==> src/rtl/tilemap_write_sched.sv <==
// Tile-map RAM write scheduler: round-robin arbitration of two requesters into a
// write FIFO, a full-map fill engine, and writes gated to non-active video.
module tilemap_write_sched #(
  parameter int unsigned FIFO_DEPTH = 8,
  parameter int unsigned ADDR_W     = 11,
  parameter int unsigned DATA_W     = 6,
  parameter int unsigned COLS       = 40,
  parameter int unsigned ROWS       = 30
) (
  input  logic                          clk,
  input  logic                          rst,
  input  logic                          vga_active,
  input  logic                          req_a,
  input  logic [ADDR_W-1:0]             addr_a,
  input  logic [DATA_W-1:0]             data_a,
  output logic                          ack_a,
  input  logic                          req_b,
  input  logic [ADDR_W-1:0]             addr_b,
  input  logic [DATA_W-1:0]             data_b,
  output logic                          ack_b,
  input  logic                          fill_start,
  input  logic [DATA_W-1:0]             fill_data,
  output logic                          fill_busy,
  output logic                          wr_en,
  output logic [ADDR_W-1:0]             wr_addr,
  output logic [DATA_W-1:0]             wr_data,
  output logic [$clog2(FIFO_DEPTH):0]   fifo_count
);

  localparam int unsigned PTR_W = $clog2(FIFO_DEPTH);
  localparam int unsigned COL_W = 6;
  localparam int unsigned ROW_W = ADDR_W - COL_W;
  localparam logic [PTR_W:0]   FULL_CNT = (PTR_W+1)'(FIFO_DEPTH);
  localparam logic [COL_W-1:0] COL_LAST = COL_W'(COLS - 1);
  localparam logic [ROW_W-1:0] ROW_LAST = ROW_W'(ROWS - 1);

  typedef enum logic {IDLE, FILL} state_t;

  state_t                     state, state_n;
  logic [ADDR_W+DATA_W-1:0]   mem [FIFO_DEPTH];
  logic [PTR_W-1:0]           wr_ptr, rd_ptr;
  logic                       last_b;
  logic                       push, pop;
  logic [ADDR_W+DATA_W-1:0]   push_word;
  logic [ROW_W-1:0]           row, row_n;
  logic [COL_W-1:0]           col, col_n;
  logic [DATA_W-1:0]          fill_val, fill_val_n;
  logic                       wr_en_n;
  logic [ADDR_W-1:0]          wr_addr_n;
  logic [DATA_W-1:0]          wr_data_n;

  // last_b resets high so A wins the first tie; grants use the registered count only
  always_comb begin
    ack_a = 1'b0;
    ack_b = 1'b0;
    if (fifo_count != FULL_CNT) begin
      if (req_a && (!req_b || last_b)) ack_a = 1'b1;
      else if (req_b)                  ack_b = 1'b1;
    end
  end

  assign push      = ack_a | ack_b;
  assign push_word = ack_a ? {addr_a, data_a} : {addr_b, data_b};
  assign fill_busy = (state == FILL);

  always_comb begin
    state_n    = state;
    row_n      = row;
    col_n      = col;
    fill_val_n = fill_val;
    wr_en_n    = 1'b0;
    wr_addr_n  = wr_addr;
    wr_data_n  = wr_data;
    pop        = 1'b0;
    unique case (state)
      IDLE: begin
        if (fill_start) begin
          state_n    = FILL;
          row_n      = '0;
          col_n      = '0;
          fill_val_n = fill_data;
        end else if (!vga_active && fifo_count != '0) begin
          pop                    = 1'b1;
          wr_en_n                = 1'b1;
          {wr_addr_n, wr_data_n} = mem[rd_ptr];
        end
      end
      FILL: begin
        if (!vga_active) begin
          wr_en_n   = 1'b1;
          wr_addr_n = {row, col};
          wr_data_n = fill_val;
          if (col == COL_LAST) begin
            col_n = '0;
            if (row == ROW_LAST) begin
              row_n   = '0;
              state_n = IDLE;
            end else begin
              row_n = row + 1'b1;
            end
          end else begin
            col_n = col + 1'b1;
          end
        end
      end
      default: state_n = IDLE;
    endcase
  end

  always_ff @(posedge clk) begin
    if (push) mem[wr_ptr] <= push_word;
  end

  always_ff @(posedge clk or negedge rst) begin
    if (!rst) begin
      state      <= IDLE;
      row        <= '0;
      col        <= '0;
      fill_val   <= '0;
      wr_en      <= 1'b0;
      wr_addr    <= '0;
      wr_data    <= '0;
      wr_ptr     <= '0;
      rd_ptr     <= '0;
      fifo_count <= '0;
      last_b     <= 1'b1;
    end else begin
      state    <= state_n;
      row      <= row_n;
      col      <= col_n;
      fill_val <= fill_val_n;
      wr_en    <= wr_en_n;
      wr_addr  <= wr_addr_n;
      wr_data  <= wr_data_n;
      if (push) begin
        wr_ptr <= wr_ptr + 1'b1;
        last_b <= ack_b;
      end
      if (pop) rd_ptr <= rd_ptr + 1'b1;
      unique case ({push, pop})
        2'b10:   fifo_count <= fifo_count + 1'b1;
        2'b01:   fifo_count <= fifo_count - 1'b1;
        default: fifo_count <= fifo_count;
      endcase
    end
  end

endmodule
==> config.mk <==
export PLATFORM = sky130hd
export DESIGN_NAME = tilemap_write_sched
export DESIGN_NICKNAME = d
export VERILOG_FILES = /design/src/rtl/tilemap_write_sched.sv
export SDC_FILE = /design/constraint.sdc
export NUM_CORES = 1
export LEC_CHECK = 0
export CAP_MARGIN = 15
export CORE_MARGIN = 2
export CORE_UTILIZATION = 45
export DETAILED_ROUTE_END_ITERATION = 10
export MAX_ROUTING_LAYER = met4
export PLACE_DENSITY_LB_ADDON = 0.05
export SLEW_MARGIN = 20
export SYNTH_ARGS = -nofsm -noshare
export SYNTH_HDL_FRONTEND = slang
export SYNTH_SLANG_ARGS = --single-unit
==> constraint.sdc <==
create_clock -name clk -period 3.1 [get_ports clk]
set_input_delay 0.62 -clock clk [delete_from_list [all_inputs] [get_ports clk]]
set_output_delay 0.62 -clock clk [all_outputs]
set_load 0.1 [all_outputs]
==> out/qor.txt <==
Avg Vias per Cell: 5.329
Die Footprint: 18470 um^2
Post-Syn Nets: 510
Max Clock Skew: 0.01081 ns
final setup fails: 0
setup bufs post-CTS: 0
I/O pin total: 71
hold slack: 0.1982 ns
RSZ-0062 raised after global routing: no
Mapped Cells: 456
GRT Total Usage: 17.78%
area of the core: 17180 um^2
vias in the first global route: 4080
Post-synth ARST share: 25.68%
post-cts hold buffer count: 0
post-route clock period utilization: 85.15%
clk sinks: 183
vias: 4135
total wire length: 15130 um
first-pass GRT wire length: 23230 um
H-tree levels: 4
Starting Density: 45.58%
routed len/inst: 19.50 um
area grow syn2layout: 19.88%
Achievable Freq: 378.8 MHz
leading cell types in the layout, fill and taps excluded: edfxtp_1, nand2_1, dfrtp_1
reg2reg path depth: 8
worst hold path class: primary input to asynchronous set/reset pin
Pwr Density: 808.2 nW/um^2
final net count: 592
Final TNS setup: 0 ns
Worst Max-Slew Pin Slew: 1.064 ns
max-slew headroom at the worst pin: 29.09%
die height: 135.9 um
share of cells above drive strength 1: 22.50%
first drt pass iteration count: 4
dpl hpwl: 9141 um
I/O Buffers: 70
CP Data Required Time: 2.48 ns
Warnings, synthesis: 0
Pleak: 3.544 nW
WP data arrival: 2.02 ns
CP startpoint: fifo_count[0]$_DFFE_PN0P_
register area share after synthesis: 67.20%
maximum number of pins on one net before global-route repair: 48
Worst R2R Start: fifo_count[0]$_DFFE_PN0P_
Worst IR Drop VDD: 0.6759 mV
reg2reg end: fifo_count[3]$_DFFE_PN0P_
later-pin clock latency in the skew report: 0.42 ns
Synth Cell Area: 7829 um^2
worst-path cell chain: or4b_1 > nand3_4 > inv_1 > buf_12
Antenna diodes: 0
GPL Wtd Cong: 0.7344
post-CTS sizing: 0
post-route antenna net violation count: 0
R2R Setup Slk: 0.46 ns
CTS clk-pin slew, worst paths: 0.07 ns
final hold violation count: 0
Setup crit end kind: output pin
post-synthesis register bit count: 183
outcome: complete, no violations
CTS max path bufs: 2
CTS tree: done
library cells used by synthesis: 57
Overflow after GRT: 0
fill count: 1409
number of core rows: 48
CP endpoint: ack_a
initial antenna violation count: 0
commonest non-fill, non-tap cell in the layout: edfxtp_1
Max Cap Viol: 0
Mean Syn Cell Area: 17.17 um^2
Max FO, Critical Path: 8
register area: 5261 um^2
crit path max-delay cell type: or4b_1
Crit Path Class: flop to output pin
EDFF count, synth: 136
Startpoint Class: flop
post-layout min period: 2.640 ns
die width: 135.9 um
Root Buffer: clkbuf_16
CP max stage delay: 0.69 ns
area taken by multi-input logic gates: 2391 um^2
Synth Flop Type: edfxtp_1
Final Max Slew Viols: 0
Initial DRC Count: 155
# DRC: 0
CTS Buf Count: 17
==> where the power goes <==
part           switching (W)  internal [W]  leakage [nW]  total (W)
clock network       0.000874       0.00132         0.314    0.00219
logic                0.00127      0.000637          1.40    0.00191
registers           0.000206       0.00328          1.83    0.00349
==> critical path: cells and delay by family (launching register included) <==
family	cells	cell delay, ns
simple gates	2	0.88
flops	1	0.46
buf+inv	2	0.26
==> stage by stage <==
stage               area, um^2  utilization, %  setup WS [ns]  instances  power (W)
finish                    9385           54.64         0.4604        776   0.007585
detailed placement        8755           50.97         0.2796        744   0.005476
floorplan                 7843               -         0.1143        456   0.004852
CTS                       9383           54.63         0.4253        776   0.007678
global placement          8755           50.97         0.3245        744   0.005430
global route              9385           54.64         0.2937        776   0.007941
==> cell families (layout without fill, tap and decap cells) <==
kind of cell             after synthesis  count (layout)  share of synthesized area (%)
AO/OA/AOI/OAI                         51              51                          4.108
multiplexers                          85              85                          18.27
buffers and inverters                 30             125                          2.429
adder cells (fa/ha/maj)                8               8                          1.279
flip-flops                           183             183                          67.20
AND/OR/NAND/NOR                       90              90                          5.706
XOR/XNOR                               9               9                          1.007
==> worst min path at each step <==
stage / slack (ns) / end / from / cells past startpoint
2_1_floorplan: 0.32 / col[0]$_DFFE_PN0P_ / rst / 0
3_3_place_gp: 0.46 / fill_val[5]$_DFFE_PN0P_ / fill_val[5]$_DFFE_PN0P_ / 2
3_5_place_dp: 0.47 / fill_val[0]$_DFFE_PN0P_ / fill_val[0]$_DFFE_PN0P_ / 2
4_1_cts: 0.41 / fifo_count[0]$_DFFE_PN0P_ / rst / 1
5_1_grt: 0.23 / fifo_count[0]$_DFFE_PN0P_ / rst / 1
6_report: 0.20 / fifo_count[0]$_DFFE_PN0P_ / rst / 1
==> layout make-up <==
| class | count | area share (%) |
|---|---|---|
| inverter | 6 | 0.2400 |
| clock buffer | 25 | 6.226 |
| clock inverter | 7 | 0.4666 |
| tap | 225 | 3.000 |
| multi-input combinational | 243 | 25.48 |
| sequential | 183 | 56.06 |
| timing repair buffer | 87 | 8.532 |
==> sequential cells by signal, summed over array words and instances (netlist names), 3 cells and up <==
name / cells
wr_ptr: 3
wr_data: 6
rd_ptr: 3
wr_addr: 11
row: 5
col: 6
fifo_count: 4
fill_val: 6
mem: 136
==> synth_stat cells, types with 2 or more instances <==
master | n | area (um^2)
edfxtp_1 | 136 | 4084
nand2_1 | 48 | 180.2
dfrtp_1 | 46 | 1151
mux2_2 | 36 | 405.4
mux4_1 | 29 | 762.0
mux2i_1 | 15 | 150.1
o21ai_1 | 15 | 75.07
o21ai_0 | 11 | 55.05
nor2_1 | 10 | 37.54
buf_2 | 8 | 40.04
ha_1 | 8 | 100.1
nand2b_1 | 8 | 50.05
inv_1 | 6 | 22.52
xor2_1 | 6 | 52.55
clkbuf_1 | 5 | 18.77
mux4_2 | 5 | 112.6
nor3_1 | 5 | 25.02
a21oi_1 | 4 | 20.02
a31o_2 | 3 | 26.28
buf_6 | 3 | 33.78
nor2b_1 | 3 | 18.77
xnor2_1 | 3 | 26.28
a211oi_1 | 2 | 15.01
a31oi_1 | 2 | 12.51
buf_1 | 2 | 7.510
buf_8 | 2 | 30.03
clkbuf_2 | 2 | 10.01
nand3_1 | 2 | 10.01
nand4_1 | 2 | 12.51
o211ai_1 | 2 | 15.01
==> metal layers <==
layer  vias to the layer above  wire, um  global-route usage [%]
met5                         -         0                       -
met4                         0        80                   4.803
met1                      2085      7059                   23.63
met2                        87      7332                   28.54
met3                         7       659                   3.207
li1                       1956         -                       -
Note: power is estimated with default switching activity, not from simulation.
